--- src/rtl/ux607_uart_icb_arb.sv ---
// Two-master ICB arbiter in front of a single UART ICB target: round-robin command
// grant held while stalled, in-order owner tags route each response to its issuer.
module ux607_uart_icb_arb #(
  parameter int AW         = 32,
  parameter int OUTS_DEPTH = 2
) (
  input  logic          clk,
  input  logic          rst_n,

  input  logic          m0_icb_cmd_valid,
  output logic          m0_icb_cmd_ready,
  input  logic [AW-1:0] m0_icb_cmd_addr,
  input  logic          m0_icb_cmd_read,
  input  logic [31:0]   m0_icb_cmd_wdata,
  output logic          m0_icb_rsp_valid,
  input  logic          m0_icb_rsp_ready,
  output logic [31:0]   m0_icb_rsp_rdata,

  input  logic          m1_icb_cmd_valid,
  output logic          m1_icb_cmd_ready,
  input  logic [AW-1:0] m1_icb_cmd_addr,
  input  logic          m1_icb_cmd_read,
  input  logic [31:0]   m1_icb_cmd_wdata,
  output logic          m1_icb_rsp_valid,
  input  logic          m1_icb_rsp_ready,
  output logic [31:0]   m1_icb_rsp_rdata,

  output logic          o_icb_cmd_valid,
  input  logic          o_icb_cmd_ready,
  output logic [AW-1:0] o_icb_cmd_addr,
  output logic          o_icb_cmd_read,
  output logic [31:0]   o_icb_cmd_wdata,
  input  logic          o_icb_rsp_valid,
  output logic          o_icb_rsp_ready,
  input  logic [31:0]   o_icb_rsp_rdata,

  output logic          arb_busy
);

  localparam int PW = (OUTS_DEPTH > 1) ? $clog2(OUTS_DEPTH) : 1;
  localparam int CW = $clog2(OUTS_DEPTH) + 1;
  localparam logic [CW-1:0] FULL_CNT = CW'(OUTS_DEPTH);
  localparam logic [PW-1:0] LAST_PTR = PW'(OUTS_DEPTH - 1);

  function automatic logic [PW-1:0] ptr_inc(input logic [PW-1:0] p);
    if (p == LAST_PTR) begin
      return {PW{1'b0}};
    end else begin
      return p + PW'(1);
    end
  endfunction

  logic          last_gnt_q, last_gnt_d;
  logic          lock_q, lock_d;
  logic          lock_id_q, lock_id_d;
  logic          tag_q [OUTS_DEPTH];
  logic [PW-1:0] wptr_q, wptr_d;
  logic [PW-1:0] rptr_q, rptr_d;
  logic [CW-1:0] cnt_q, cnt_d;

  logic gnt_id_s, gnt_valid_s;
  logic fifo_full_s, fifo_empty_s;
  logic head_s;
  logic cmd_hs_s, rsp_hs_s, cmd_stall_s;

  assign fifo_full_s  = (cnt_q == FULL_CNT);
  assign fifo_empty_s = (cnt_q == {CW{1'b0}});
  assign head_s       = tag_q[rptr_q];

  // Grant selection: a stalled command keeps its owner, otherwise round-robin on ties.
  always_comb begin
    gnt_id_s    = 1'b0;
    gnt_valid_s = 1'b0;
    if (lock_q) begin
      gnt_id_s    = lock_id_q;
      gnt_valid_s = lock_id_q ? m1_icb_cmd_valid : m0_icb_cmd_valid;
    end else if (m0_icb_cmd_valid && m1_icb_cmd_valid) begin
      gnt_id_s    = ~last_gnt_q;
      gnt_valid_s = 1'b1;
    end else if (m1_icb_cmd_valid) begin
      gnt_id_s    = 1'b1;
      gnt_valid_s = 1'b1;
    end else if (m0_icb_cmd_valid) begin
      gnt_id_s    = 1'b0;
      gnt_valid_s = 1'b1;
    end else begin
      gnt_id_s    = 1'b0;
      gnt_valid_s = 1'b0;
    end
  end

  assign o_icb_cmd_valid  = gnt_valid_s & ~fifo_full_s;
  assign o_icb_cmd_addr   = gnt_id_s ? m1_icb_cmd_addr  : m0_icb_cmd_addr;
  assign o_icb_cmd_read   = gnt_id_s ? m1_icb_cmd_read  : m0_icb_cmd_read;
  assign o_icb_cmd_wdata  = gnt_id_s ? m1_icb_cmd_wdata : m0_icb_cmd_wdata;
  assign m0_icb_cmd_ready = o_icb_cmd_valid & ~gnt_id_s & o_icb_cmd_ready;
  assign m1_icb_cmd_ready = o_icb_cmd_valid &  gnt_id_s & o_icb_cmd_ready;

  assign cmd_hs_s    = o_icb_cmd_valid & o_icb_cmd_ready;
  assign cmd_stall_s = o_icb_cmd_valid & ~o_icb_cmd_ready;

  // An empty tag FIFO means any target response is spurious: never routed or accepted.
  assign m0_icb_rsp_valid = o_icb_rsp_valid & ~fifo_empty_s & ~head_s;
  assign m1_icb_rsp_valid = o_icb_rsp_valid & ~fifo_empty_s &  head_s;
  assign m0_icb_rsp_rdata = o_icb_rsp_rdata;
  assign m1_icb_rsp_rdata = o_icb_rsp_rdata;
  assign o_icb_rsp_ready  = ~fifo_empty_s & (head_s ? m1_icb_rsp_ready : m0_icb_rsp_ready);
  assign rsp_hs_s         = o_icb_rsp_valid & o_icb_rsp_ready;

  assign arb_busy = ~fifo_empty_s;

  // Next-state for grant history, stall lock and tag FIFO bookkeeping.
  always_comb begin
    last_gnt_d = last_gnt_q;
    lock_d     = lock_q;
    lock_id_d  = lock_id_q;
    wptr_d     = wptr_q;
    rptr_d     = rptr_q;
    cnt_d      = cnt_q;

    if (cmd_hs_s) begin
      last_gnt_d = gnt_id_s;
      lock_d     = 1'b0;
      wptr_d     = ptr_inc(wptr_q);
    end else if (cmd_stall_s) begin
      lock_d     = 1'b1;
      lock_id_d  = gnt_id_s;
    end else begin
      lock_d     = lock_q;
    end

    if (rsp_hs_s) begin
      rptr_d = ptr_inc(rptr_q);
    end else begin
      rptr_d = rptr_q;
    end

    case ({cmd_hs_s, rsp_hs_s})
      2'b10:   cnt_d = cnt_q + CW'(1);
      2'b01:   cnt_d = cnt_q - CW'(1);
      default: cnt_d = cnt_q;
    endcase
  end

  // State registers; tag entries are written at the write pointer on each command handshake.
  always_ff @(posedge clk or negedge rst_n) begin
    if (!rst_n) begin
      last_gnt_q <= 1'b1;
      lock_q     <= 1'b0;
      lock_id_q  <= 1'b0;
      wptr_q     <= {PW{1'b0}};
      rptr_q     <= {PW{1'b0}};
      cnt_q      <= {CW{1'b0}};
      for (int i = 0; i < OUTS_DEPTH; i++) begin
        tag_q[i] <= 1'b0;
      end
    end else begin
      last_gnt_q <= last_gnt_d;
      lock_q     <= lock_d;
      lock_id_q  <= lock_id_d;
      wptr_q     <= wptr_d;
      rptr_q     <= rptr_d;
      cnt_q      <= cnt_d;
      if (cmd_hs_s) begin
        tag_q[wptr_q] <= gnt_id_s;
      end
    end
  end

endmodule
--- config.mk ---
export PLATFORM = sky130hd
export DESIGN_NAME = ux607_uart_icb_arb
export DESIGN_NICKNAME = d
export VERILOG_FILES = /design/src/rtl/ux607_uart_icb_arb.sv
export SDC_FILE = /design/constraint.sdc
export NUM_CORES = 1
export LEC_CHECK = 0
export CELL_PAD_IN_SITES_DETAIL_PLACEMENT = 2
export CELL_PAD_IN_SITES_GLOBAL_PLACEMENT = 2
export CORE_MARGIN = 1
export CORE_UTILIZATION = 10
export DETAILED_ROUTE_END_ITERATION = 6
export PLACE_DENSITY_LB_ADDON = 0.1
export SETUP_SLACK_MARGIN = 0.15
export SLEW_MARGIN = 0
export SYNTH_ARGS = -nofsm -noshare
export SYNTH_HDL_FRONTEND = slang
export SYNTH_SLANG_ARGS = --single-unit
--- constraint.sdc ---
create_clock -name clk -period 2.4 [get_ports clk]
set_input_delay 0.6 -clock clk [delete_from_list [all_inputs] [get_ports clk]]
set_output_delay 0.6 -clock clk [all_outputs]
set_load 0.03 [all_outputs]
==> metrics.cfg <==
[outcome]
status = complete, but fails checks
violations = setup timing

[timing]
finClkSkew_ps = 0.358
drv_slew = 0
tns_ps = -10690
rsz0062_at_grt = yes
tightest_slew_ps = 476
setup_viol = 59
layout_min_cycle_time_ps = 2630
max_freq_mhz = 381
setup_slack_ps = -226
hold_viol = 0
fin_crit_sh_pct = 109
slew_headroom_pct = 68.2

[yosys]
synth-edff-count = 0
syn-num-nets = 356
yosysWarningCount = 0
synth_area_um2 = 1770
syn_avg_cell_area_um2 = 9.59
ys_seq_area_share_pct = 12.8
synthArstFlopShare_pct = 100
ys.flop_type = dfrtp_1
syn_inst = 185
ys_types = 29
ys_ff_latch = 9

[placed_design]
globalplace.congestion = 0.661
port_buffers = 209
dp_hpwl_um = 8950
place_area_um2 = 3680

[clock_tree]
cts_buffers = 3
cts_num_sinks = 9
ctsLongestPathBuffers = 2
cts_hold_buf = 0
clock_latency_ps = 230
clock-root-buffer = clkbuf_16
tritoncts = done
htree_levels = 1
path_clk_slew_ps = 40

[global_route]
grt_pass1_vias = 2402
grt_start_max_net_pins = 11
grt_pass1_wl_um = 15200
gr-usage-all-layers_pct = 11.6
overflow = 0
antenna_found_initial = 0

[final_layout]
fin_area_um2 = 4590
num-fill-cells = 1894
multi_input_area_um2 = 1260
antenna_cells = 0
seqCellArea_um2 = 228
nets = 540
syn_to_final_growth_pct = 158
drive_above_1_share_pct = 52.7

[job]
drv_cap = 0

[setup_path]
crit_type = in -> out
crit_path_max_fanout = 4
arrival_ps = 2030
cp-end-kind = output pin
critical_path_required_ps = 1800
reg2reg_setup_slack_ps = 460
cp-start-kind = primary input

[power]
peakVddDrop_mv = 0.370
power_leakage_nw = 2.04
p_per_area_nw_per_um2 = 1330

[floorplan]
die_h_um = 135
initial_core_util_pct = 10.3
die_x_um = 135
io_pins = 306
num_rows = 48
die_area_um2 = 18300
core-area_um2 = 17300

[route]
routed_wl_um = 11500
vias = 2104
wl_per_cell_um = 19.4
vias_per_cell = 3.55
drc = 0
ant_nets = 0
dr.pass1.iters = 3
drt_iter0_markers = 25

[hold_path]
hold_path.class = reg -> reg

[through the flow]
| step | total power [mW] | utilization (%) | std cells | setup slack, ps | hold WS, ps |
|---|---|---|---|---|---|
| global route | 6.41 | 26.5 | 593 | -271 | 539 |
| global placement | 4.04 | 21.3 | 564 | -852 | 487 |
| CTS | 5.71 | 25.1 | 589 | -254 | 509 |
| floorplan | 2.70 | - | 185 | 162 | 304 |
| finish | 6.11 | 26.5 | 593 | -226 | 506 |
| detailed placement | 4.05 | 21.3 | 564 | -840 | 498 |
[cell families (layout without fill, tap and decap cells)]
logic type	after synthesis	after routing	synth area share (%)
AOI/OAI and AO/OA	15	15	6.70
xor gates and xnor gates	4	4	1.97
adders and majority gates	1	1	0.705
buffers and inverters	75	258	30.6
DFF	9	9	12.8
muxes	70	70	44.4
and+or+nand+nor	11	11	2.89
[power breakdown]
part	internal (mW)	total [mW]	switching [mW]
Clock	0.222	0.295	0.0727
Combinational	3.03	5.49	2.46
Sequential	0.240	0.328	0.0881
Total	3.49	6.11	2.62
[path summary, 6_finish.rpt]
check	startpoint	to	cells past startpoint
setup / recovery	m0_icb_cmd_valid	o_icb_cmd_wdata[28]	9
hold reg to reg	rptr_q	rptr_q	1
max in group asynchronous	rst_n	lock_q	1
min in group asynchronous	rst_n	rptr_q	1
hold / removal	rptr_q	rptr_q	1
setup reg to reg	lock_id_q	cnt_q[1]	7
[area by class of cell]
type | instances | area share (%)
Inverter | 4 | 0.327
Timing Repair Buffer | 250 | 59.3
Clock buffer | 4 | 1.72
Sequential cell | 9 | 4.97
Multi-Input combinational cell | 101 | 27.5
Tap cell | 225 | 6.14
[state kept, by name, indices dropped and copies added (netlist names)]
| name | count |
|---|---|
| lock_id_q | 1 |
| tag_q | 2 |
| wptr_q | 1 |
| lock_q | 1 |
| cnt_q | 2 |
| rptr_q | 1 |
| last_gnt_q | 1 |
[layer usage]
metal  global-route usage [%]  wire, um
met1                     11.5      3910
met4                     2.25       175
met2                     23.4      6500
met3                     3.14       913
met5                        0         0
[cell usage in the layout (no fill, tap or decap), types with 3 or more instances in the layout]
master,Yosys,final
inv_1,4,3
buf_8,0,9
dfrtp_1,8,7
buf_12,0,6
clkdlybuf4s50_1,0,135
buf_16,0,3
nor2_1,7,5
mux2_4,1,58
mux2_2,59,8
buf_6,2,76
clkbuf_16,0,4
mux2i_1,4,4
o21ai_0,3,3
o31ai_1,3,3
buf_4,64,19
xnor2_1,3,3
[critical path, stage by stage]
cell and delay, ps:
buf_8 100, a211oi_4 260, a21oi_4 80, buf_12 140, buf_4 120, buf_6 120, clkbuf_16 160, mux2_4 300
buf_6 140
[Yosys cell counts, types with 2 or more instances]
master   instances  area, um^2
inv_1            4        15.0
o31ai_1          3        22.5
o21ai_0          3        15.0
xnor2_1          3        26.3
mux2_2          59         664
nor2_1           7        26.3
mux2_1           6        67.6
buf_4           64         480
dfrtp_1          8         200
buf_2            5        25.0
mux2i_1          4        40.0
buf_6            2        22.5
[repair_timing]
action                                  in CTS  in global routing
buffers inserted                            18                  4
cloned                                       3                  1
endpoints found under the setup margin      70                 67
gates resized for setup                    325                 61
pin swaps                                    1                  2
Power figures use the tool's default switching activity.
